**src/rtl/mmio_bus_bridge_pkg.sv**
```systemverilog
// Shared definitions for the MMIO bus bridge: FSM state encoding and
// widths that the bridge and its slot decoder agree on.
package mmio_bus_bridge_pkg;

  typedef enum logic [1:0] {
    IDLE   = 2'd0,
    ACCESS = 2'd1,
    RESP   = 2'd2
  } state_t;

  localparam int SLOT_IDX_W = 4;
  localparam int ERR_CNT_W  = 8;

endpackage

```
**src/rtl/mmio_bus_bridge_if.sv**
```systemverilog
// Bus bundles for the bridge: the host-facing request/response port and
// the peripheral-facing slot bus.
interface mmio_host_if #(
  parameter int DW = 32
);
  logic          req;
  logic          we;
  logic [31:0]   address;
  logic [DW-1:0] data_in;
  logic [DW-1:0] data_out;
  logic          done;
  logic          err;
  logic          busy;

  modport master (
    output req, we, address, data_in,
    input  data_out, done, err, busy
  );

  modport slave (
    input  req, we, address, data_in,
    output data_out, done, err, busy
  );
endinterface

interface mmio_periph_if #(
  parameter int NSLOT    = 4,
  parameter int DW       = 32,
  parameter int SLOT_LSB = 8
);
  logic [NSLOT-1:0]    s_sel;
  logic                s_we;
  logic [SLOT_LSB-1:0] s_addr;
  logic [DW-1:0]       s_wdata;
  logic [NSLOT*DW-1:0] s_rdata;
  logic [NSLOT-1:0]    s_ack;

  modport master (
    output s_sel, s_we, s_addr, s_wdata,
    input  s_rdata, s_ack
  );

  modport slave (
    input  s_sel, s_we, s_addr, s_wdata,
    output s_rdata, s_ack
  );
endinterface

```
**src/rtl/mmio_slot_decoder.sv**
```systemverilog
// Combinational slot decode: turns the slot field of a byte address into a
// one-hot select, flagging indices beyond the populated slots.
module mmio_slot_decoder
  import mmio_bus_bridge_pkg::*;
#(
  parameter int NSLOT    = 4,
  parameter int SLOT_LSB = 8
) (
  input  logic [31:0]      address,
  output logic [NSLOT-1:0] sel,
  output logic             invalid
);

  logic [SLOT_IDX_W-1:0] slot;
  logic                  unused_addr;

  assign slot        = address[SLOT_LSB+SLOT_IDX_W-1:SLOT_LSB];
  assign unused_addr = ^{address[31:SLOT_LSB+SLOT_IDX_W], address[SLOT_LSB-1:0]};

  always_comb begin
    invalid = (32'(slot) >= NSLOT);
    sel     = '0;
    for (int k = 0; k < NSLOT; k++) begin
      sel[k] = (slot == SLOT_IDX_W'(k));
    end
  end

endmodule

```
**src/rtl/mmio_bus_bridge.sv**
```systemverilog
// Single-outstanding MMIO bridge: decodes a host request onto one of NSLOT
// peripheral slots, waits for that slot's ack or a timeout, and reports back.
module mmio_bus_bridge
  import mmio_bus_bridge_pkg::*;
#(
  parameter int NSLOT    = 4,
  parameter int DW       = 32,
  parameter int SLOT_LSB = 8,
  parameter int TMO      = 16
) (
  input  logic                 clk,
  input  logic                 reset,
  mmio_host_if.slave           host,
  mmio_periph_if.master        periph,
  output logic [ERR_CNT_W-1:0] err_count
);

  localparam logic [7:0] TMO_LAST = 8'(TMO - 1);

  state_t              state_q, state_d;
  logic [DW-1:0]       data_out_q, data_out_d;
  logic                done_q, done_d;
  logic                err_q, err_d;
  logic                busy_q, busy_d;
  logic [NSLOT-1:0]    s_sel_q, s_sel_d;
  logic                s_we_q, s_we_d;
  logic [SLOT_LSB-1:0] s_addr_q, s_addr_d;
  logic [DW-1:0]       s_wdata_q, s_wdata_d;
  logic [ERR_CNT_W-1:0] err_count_q, err_count_d;
  logic [7:0]          tmo_cnt_q, tmo_cnt_d;

  logic [NSLOT-1:0]    dec_sel;
  logic                dec_invalid;
  logic                sel_ack;
  logic [DW-1:0]       sel_rdata;

  mmio_slot_decoder #(
    .NSLOT    (NSLOT),
    .SLOT_LSB (SLOT_LSB)
  ) u_decoder (
    .address (host.address),
    .sel     (dec_sel),
    .invalid (dec_invalid)
  );

  // The registered one-hot select doubles as the slot pointer, so acks and
  // read data from any other slot are masked out here.
  assign sel_ack = |(periph.s_ack & s_sel_q);

  always_comb begin
    sel_rdata = '0;
    for (int k = 0; k < NSLOT; k++) begin
      if (s_sel_q[k]) begin
        sel_rdata = periph.s_rdata[k*DW +: DW];
      end
    end
  end

  always_comb begin
    state_d     = state_q;
    data_out_d  = data_out_q;
    done_d      = 1'b0;
    err_d       = err_q;
    busy_d      = busy_q;
    s_sel_d     = s_sel_q;
    s_we_d      = s_we_q;
    s_addr_d    = s_addr_q;
    s_wdata_d   = s_wdata_q;
    err_count_d = err_count_q;
    tmo_cnt_d   = tmo_cnt_q;

    case (state_q)
      IDLE: begin
        if (host.req) begin
          busy_d    = 1'b1;
          s_we_d    = host.we;
          s_addr_d  = host.address[SLOT_LSB-1:0];
          s_wdata_d = host.data_in;
          if (dec_invalid) begin
            state_d = RESP;
            done_d  = 1'b1;
            err_d   = 1'b1;
          end else begin
            state_d   = ACCESS;
            s_sel_d   = dec_sel;
            tmo_cnt_d = '0;
          end
        end
      end

      ACCESS: begin
        // Ack is tested before the timeout so a last-cycle ack still succeeds.
        if (sel_ack) begin
          state_d = RESP;
          s_sel_d = '0;
          done_d  = 1'b1;
          err_d   = 1'b0;
          if (!s_we_q) begin
            data_out_d = sel_rdata;
          end
        end else if (tmo_cnt_q == TMO_LAST) begin
          state_d = RESP;
          s_sel_d = '0;
          done_d  = 1'b1;
          err_d   = 1'b1;
        end else begin
          tmo_cnt_d = tmo_cnt_q + 8'd1;
        end
      end

      RESP: begin
        state_d = IDLE;
        busy_d  = 1'b0;
        err_d   = 1'b0;
        if (err_q && (err_count_q != {ERR_CNT_W{1'b1}})) begin
          err_count_d = err_count_q + 1'b1;
        end
      end

      default: begin
        state_d = IDLE;
        busy_d  = 1'b0;
        s_sel_d = '0;
      end
    endcase
  end

  always_ff @(posedge clk) begin
    if (reset) begin
      state_q     <= IDLE;
      data_out_q  <= '0;
      done_q      <= 1'b0;
      err_q       <= 1'b0;
      busy_q      <= 1'b0;
      s_sel_q     <= '0;
      s_we_q      <= 1'b0;
      s_addr_q    <= '0;
      s_wdata_q   <= '0;
      err_count_q <= '0;
      tmo_cnt_q   <= '0;
    end else begin
      state_q     <= state_d;
      data_out_q  <= data_out_d;
      done_q      <= done_d;
      err_q       <= err_d;
      busy_q      <= busy_d;
      s_sel_q     <= s_sel_d;
      s_we_q      <= s_we_d;
      s_addr_q    <= s_addr_d;
      s_wdata_q   <= s_wdata_d;
      err_count_q <= err_count_d;
      tmo_cnt_q   <= tmo_cnt_d;
    end
  end

  assign host.data_out  = data_out_q;
  assign host.done      = done_q;
  assign host.err       = err_q;
  assign host.busy      = busy_q;
  assign periph.s_sel   = s_sel_q;
  assign periph.s_we    = s_we_q;
  assign periph.s_addr  = s_addr_q;
  assign periph.s_wdata = s_wdata_q;
  assign err_count      = err_count_q;

endmodule

```
**src/flat_wrapper.sv**
```systemverilog
// flat-port wrapper written by rule: the top's interface ports become plain ports
module mmio_bus_bridge_flat import mmio_bus_bridge_pkg::*;
#(
  parameter int NSLOT    = 4,
  parameter int DW       = 32,
  parameter int SLOT_LSB = 8,
  parameter int TMO      = 16
)
  (clk, reset, err_count, host_req, host_we, host_address, host_data_in, host_data_out, host_done, host_err, host_busy, periph_s_sel, periph_s_we, periph_s_addr, periph_s_wdata, periph_s_rdata, periph_s_ack);
  mmio_host_if #(.DW(DW)) host_i ();
  mmio_periph_if #(.NSLOT(NSLOT), .DW(DW), .SLOT_LSB(SLOT_LSB)) periph_i ();
  input  logic clk;
  input  logic reset;
  output logic [ERR_CNT_W-1:0] err_count;
  input wire logic [$bits(host_i.req)-1:0] host_req;
  input wire logic [$bits(host_i.we)-1:0] host_we;
  input wire logic [$bits(host_i.address)-1:0] host_address;
  input wire logic [$bits(host_i.data_in)-1:0] host_data_in;
  output wire logic [$bits(host_i.data_out)-1:0] host_data_out;
  output wire logic [$bits(host_i.done)-1:0] host_done;
  output wire logic [$bits(host_i.err)-1:0] host_err;
  output wire logic [$bits(host_i.busy)-1:0] host_busy;
  output wire logic [$bits(periph_i.s_sel)-1:0] periph_s_sel;
  output wire logic [$bits(periph_i.s_we)-1:0] periph_s_we;
  output wire logic [$bits(periph_i.s_addr)-1:0] periph_s_addr;
  output wire logic [$bits(periph_i.s_wdata)-1:0] periph_s_wdata;
  input wire logic [$bits(periph_i.s_rdata)-1:0] periph_s_rdata;
  input wire logic [$bits(periph_i.s_ack)-1:0] periph_s_ack;
  assign host_i.req = host_req;
  assign host_i.we = host_we;
  assign host_i.address = host_address;
  assign host_i.data_in = host_data_in;
  assign host_data_out = host_i.data_out;
  assign host_done = host_i.done;
  assign host_err = host_i.err;
  assign host_busy = host_i.busy;
  assign periph_s_sel = periph_i.s_sel;
  assign periph_s_we = periph_i.s_we;
  assign periph_s_addr = periph_i.s_addr;
  assign periph_s_wdata = periph_i.s_wdata;
  assign periph_i.s_rdata = periph_s_rdata;
  assign periph_i.s_ack = periph_s_ack;
  mmio_bus_bridge #(.NSLOT(NSLOT), .DW(DW), .SLOT_LSB(SLOT_LSB), .TMO(TMO)) u_core (.clk(clk), .reset(reset), .host(host_i), .periph(periph_i), .err_count(err_count));
endmodule
```
**config.mk**
```make
export PLATFORM = sky130hd
export DESIGN_NAME = mmio_bus_bridge_flat
export DESIGN_NICKNAME = d
export VERILOG_FILES = /design/src/rtl/mmio_bus_bridge_pkg.sv /design/src/rtl/mmio_bus_bridge_if.sv /design/src/rtl/mmio_slot_decoder.sv /design/src/rtl/mmio_bus_bridge.sv /design/src/flat_wrapper.sv
export SDC_FILE = /design/constraint.sdc
export NUM_CORES = 1
export LEC_CHECK = 0
export ABC_AREA = 1
export BUFFER_PORTS_ARGS = -buffer_cell sky130_fd_sc_hd__buf_2
export CELL_PAD_IN_SITES_DETAIL_PLACEMENT = 0
export CELL_PAD_IN_SITES_GLOBAL_PLACEMENT = 1
export CORE_AREA = 2 2 128 130
export CTS_CLUSTER_SIZE = 28
export DETAILED_ROUTE_END_ITERATION = 16
export DIE_AREA = 0 0 130 132
export HOLD_SLACK_MARGIN = 0.1
export PLACE_DENSITY = 0.9
export SLEW_MARGIN = 20
export SYNTH_ARGS = -nofsm -noshare
export SYNTH_HDL_FRONTEND = slang
export SYNTH_SLANG_ARGS = --single-unit
```
**constraint.sdc**
```tcl
create_clock -name clk -period 4.2 [get_ports clk]
set_input_delay 0.84 -clock clk [delete_from_list [all_inputs] [get_ports clk]]
set_output_delay 0.84 -clock clk [all_outputs]
set_load 0.01 [all_outputs]
```
==> key figures <==
Synthesis
  – Ys flop type: dfxtp_1
  – Syn_nets: 935
  – Number of synthesized flops with an enable pin: 0
  – Adder-Cell Fraction of Synth Area: 0.005223
  – Mux share of post-synthesis cell area: 0
  – Yosys top cell area share: 0.4095
  – Post-synth top area cell: dfxtp_1
  – Unique masters post-synth: 29
  – Gate Count Post-Synth: 733
  – Synth Area in XOR/XNOR: 0.007313
  – Post-Synth Simple-Gate Area: 0.2972
  – Async SR Flop Fraction: 0
  – Synth top area cells: dfxtp_1 41%, nor2_1 14%, nand2_1 11%, a21oi_1 11%, o21ai_0 7.2%
  – Synth cell count leaders: 178 x nor2_1, 144 x nand2_1, 104 x a21oi_1
  – Largest family of logic cells by synthesized area: simple AND/OR/NAND/NOR gates
  – Mapped Area: 0.004791 mm²
  – Yosys Warn Count: 0
  – Seq/Total Area, Yosys: 0.4095
  – FF+latch count, synth: about 100
  – Top-count cell post-synth: nor2_1
  – Syn avg cell area: 6.536 µm²
  – Synth Area in Compound Gates: 0.2092

Clock network
  – CTS H-tree lvls: 3
  – CTS resizes: 0
  – Clock tree buffer depth: 2
  – Post-CTS Repair Setup Buffers: 0
  – TritonCTS clock tree: built
  – Worst skew pair latency: approximately 0.34 ns
  – Hold buffer count at CTS: 0
  – TritonCTS buffer count: 9
  – Sink Count: 98
  – Root buf cell: clkbuf_16
  – Clk pin slew, worst setup/hold paths: around 0.07 ns

Cells and area
  – Layout cell share with drive strength beyond 1: 0.3133
  – Antenna diode count: 0
  – Nets: 1177
  – Final core area utilization: 0.4186
  – Syn-to-layout area delta: 37.29%
  – Fillers: 1680

Detailed routing
  – DR DRC count: 0
  – Routed len/inst: 13.65 µm
  – Final wirelength: 16330 µm
  – Vias after detailed routing: around 5500
  – Antenna Nets Post-Route: 0
  – Drt first pass iters: 4
  – Vias per cell: about 4.6
  – DR iter-0 viols: 189

Die
  – # rows: 46
  – Die height: between 100 and 150 µm
  – Die Wd: 130 µm
  – I/O pin cnt: roughly 290
  – Core Region: 0.01571 mm²
  – Starting Density: 0.3049
  – Die area: about 0.017 mm²

Critical path
  – Setup crit end kind: flop
  – CP max-delay cell: nand3_1
  – Largest stage delay on the critical path: between 0.4 and 0.5 ns
  – WP data required: 4.43 ns
  – Crit-path max FO: 12
  – Crit-path most repeated cell: nor2_1
  – Critical Path Source Type: input pin
  – WP data arrival: around 2.5 ns
  – Critical path type: in2reg
  – CP cell instances: buf_2, nand2_1, nand2_1, nor2_1, nand3_1, nand2_2, inv_1, nor2_1, nor2_1
  – R2R Setup Slk: 2.13 ns

Pwr
  – Internal power: 0.001742 W
  – Power, Total: roughly 0.0025 W
  – PD cells: 377.2 mW/mm²
  – Net Sw Frac: 0.2981
  – P_sw: 0.0007396 W
  – Comb pwr share: 0.211
  – P_leak: 3.176 nW
  – Sequential power share: 0.418
  – Clock power frac: 0.371
  – Worst VDD drop: 0.2277 mV

STA
  – Setup repair after global routing missed its margin: no
  – Clk_skew: 0.009180 ns
  – Tcrit/Tclk final: 0.5318
  – Fin. Hold Viols: 0
  – Max Freq: 447.7 MHz
  – Setup TNS: 0 ns
  – Worst Max-Slew Pin Slew: 0.8777 ns
  – Minimum clock period: about 2.2 ns
  – Rel. slew slack: 0.4140
  – Final Slew Violations: 0
  – Final setup viols: 0

Flow run
  – Max-cap viol count: 0

Global routing
  – Total Routing Usage GR: 0.1821
  – Total grt overflow: 0
  – First-pass GRT wire length: 24950 µm
  – Initial antenna violation count: 0
  – Largest net degree at the start of global routing: 65
  – Vias in the first global route: 5063

Placement
  – DP HPWL: 11710 µm
  – Port Buffers: 267
  – Final Wtd Congestion: just under 0.8

Outcome
  – Status: complete, no violations

Worst hold path
  – Worst min path class: reg2reg
## flip-flops by register name, summed over array words and instances, names as in the netlist, 2 cells and up
register               flops
u_core.err_count           8
u_core.host.data_out      32
u_core.periph.s_addr       8
u_core.periph.s_sel        4
u_core.periph.s_wdata     32
u_core.state_q             2
u_core.tmo_cnt_q           8
## critical path, delay by kind of cell
kind          cells  cell delay [ns]
buf+inv           2             0.22
simple gates      7             1.38
## placed cells by master (no fill, tap or decap), drive strengths merged
cell	synthesis	routed
o211ai	1	1
xor2	2	2
o21ai	83	83
ha	2	2
bufinv	0	2
nor3	4	4
a21oi	109	109
nand3	21	21
nor3b	3	3
dfxtp	98	98
a22oi	1	1
clkbuf	29	11
buf	17	277
clkinvlp	0	1
nand3b	1	1
clkinv	0	1
nor2	180	180
o21bai	1	1
inv	30	31
xnor2	2	2
nand2	145	145
nand4	4	4
## per-stage QoR
| stage | instances | worst slack (ns) | area, µm² | hold slack, ns |
|---|---|---|---|---|
| after detailed placement | 1180 | 1.618 | 6250 | 0.4834 |
| after floorplan | 733 | 2.367 | 4791 | 0.4845 |
| after CTS | 1196 | 1.980 | 6578 | 0.5078 |
| after global routing | 1196 | 1.756 | 6578 | 0.5273 |
| final | 1196 | 1.966 | 6578 | 0.5068 |
| after global placement | 1180 | 1.592 | 6250 | 0.4713 |
## final cells by class
cell class / count / area (µm²) / area share
clock buffer: 11 / 242.7 / 0.03690
tap: 216 / 270.3 / 0.04109
clock inverter: 5 / 85.08 / 0.01294
sequential: 98 / 1962 / 0.2983
multi-input combinational: 559 / 2491 / 0.3787
inverter: 30 / 115.1 / 0.01750
timing repair buffer: 277 / 1411 / 0.2146
## power groups by stage
stage / sequential, W / clock [W] / combinational [W]
6_report: 0.00104 / 0.000921 / 0.000524
5_1_grt: 0.00104 / 0.000994 / 0.000591
4_1_cts: 0.00104 / 0.000951 / 0.000528
3_5_place_dp: 0.00106 / 0 / 0.000526
3_3_place_gp: 0.00105 / 0 / 0.000524
2_1_floorplan: 0.00108 / 0 / 0.000278
## final timing paths
| check | startpoint | to | cells past startpoint |
|---|---|---|---|
| worst min-delay path | u_core.host.busy | u_core.host.busy | 2 |
| worst max register to register | u_core.periph.s_sel[3] | u_core.tmo_cnt_q[7] | 8 |
| worst max-delay path | periph_s_ack[3] | u_core.tmo_cnt_q[7] | 9 |
| worst min register to register | u_core.host.busy | u_core.host.busy | 2 |
## cells by family after synthesis
kind of cell | Yosys count
adder cells (fa/ha/maj) | 2
AND/OR/NAND/NOR | 358
XOR/XNOR | 4
flip-flops | 98
AO/OA/AOI/OAI | 195
buffers and inverters | 76
## per-layer routing
layer	up-vias	global-route usage	part of all wire
li1	2857	-	-
met1	2386	0.2310	0.45
met2	216	0.2970	0.44
met3	21	0.04748	0.084
met4	0	0.06452	0.021
met5	-	0	0
Note: power is estimated with default switching activity, not from simulation.
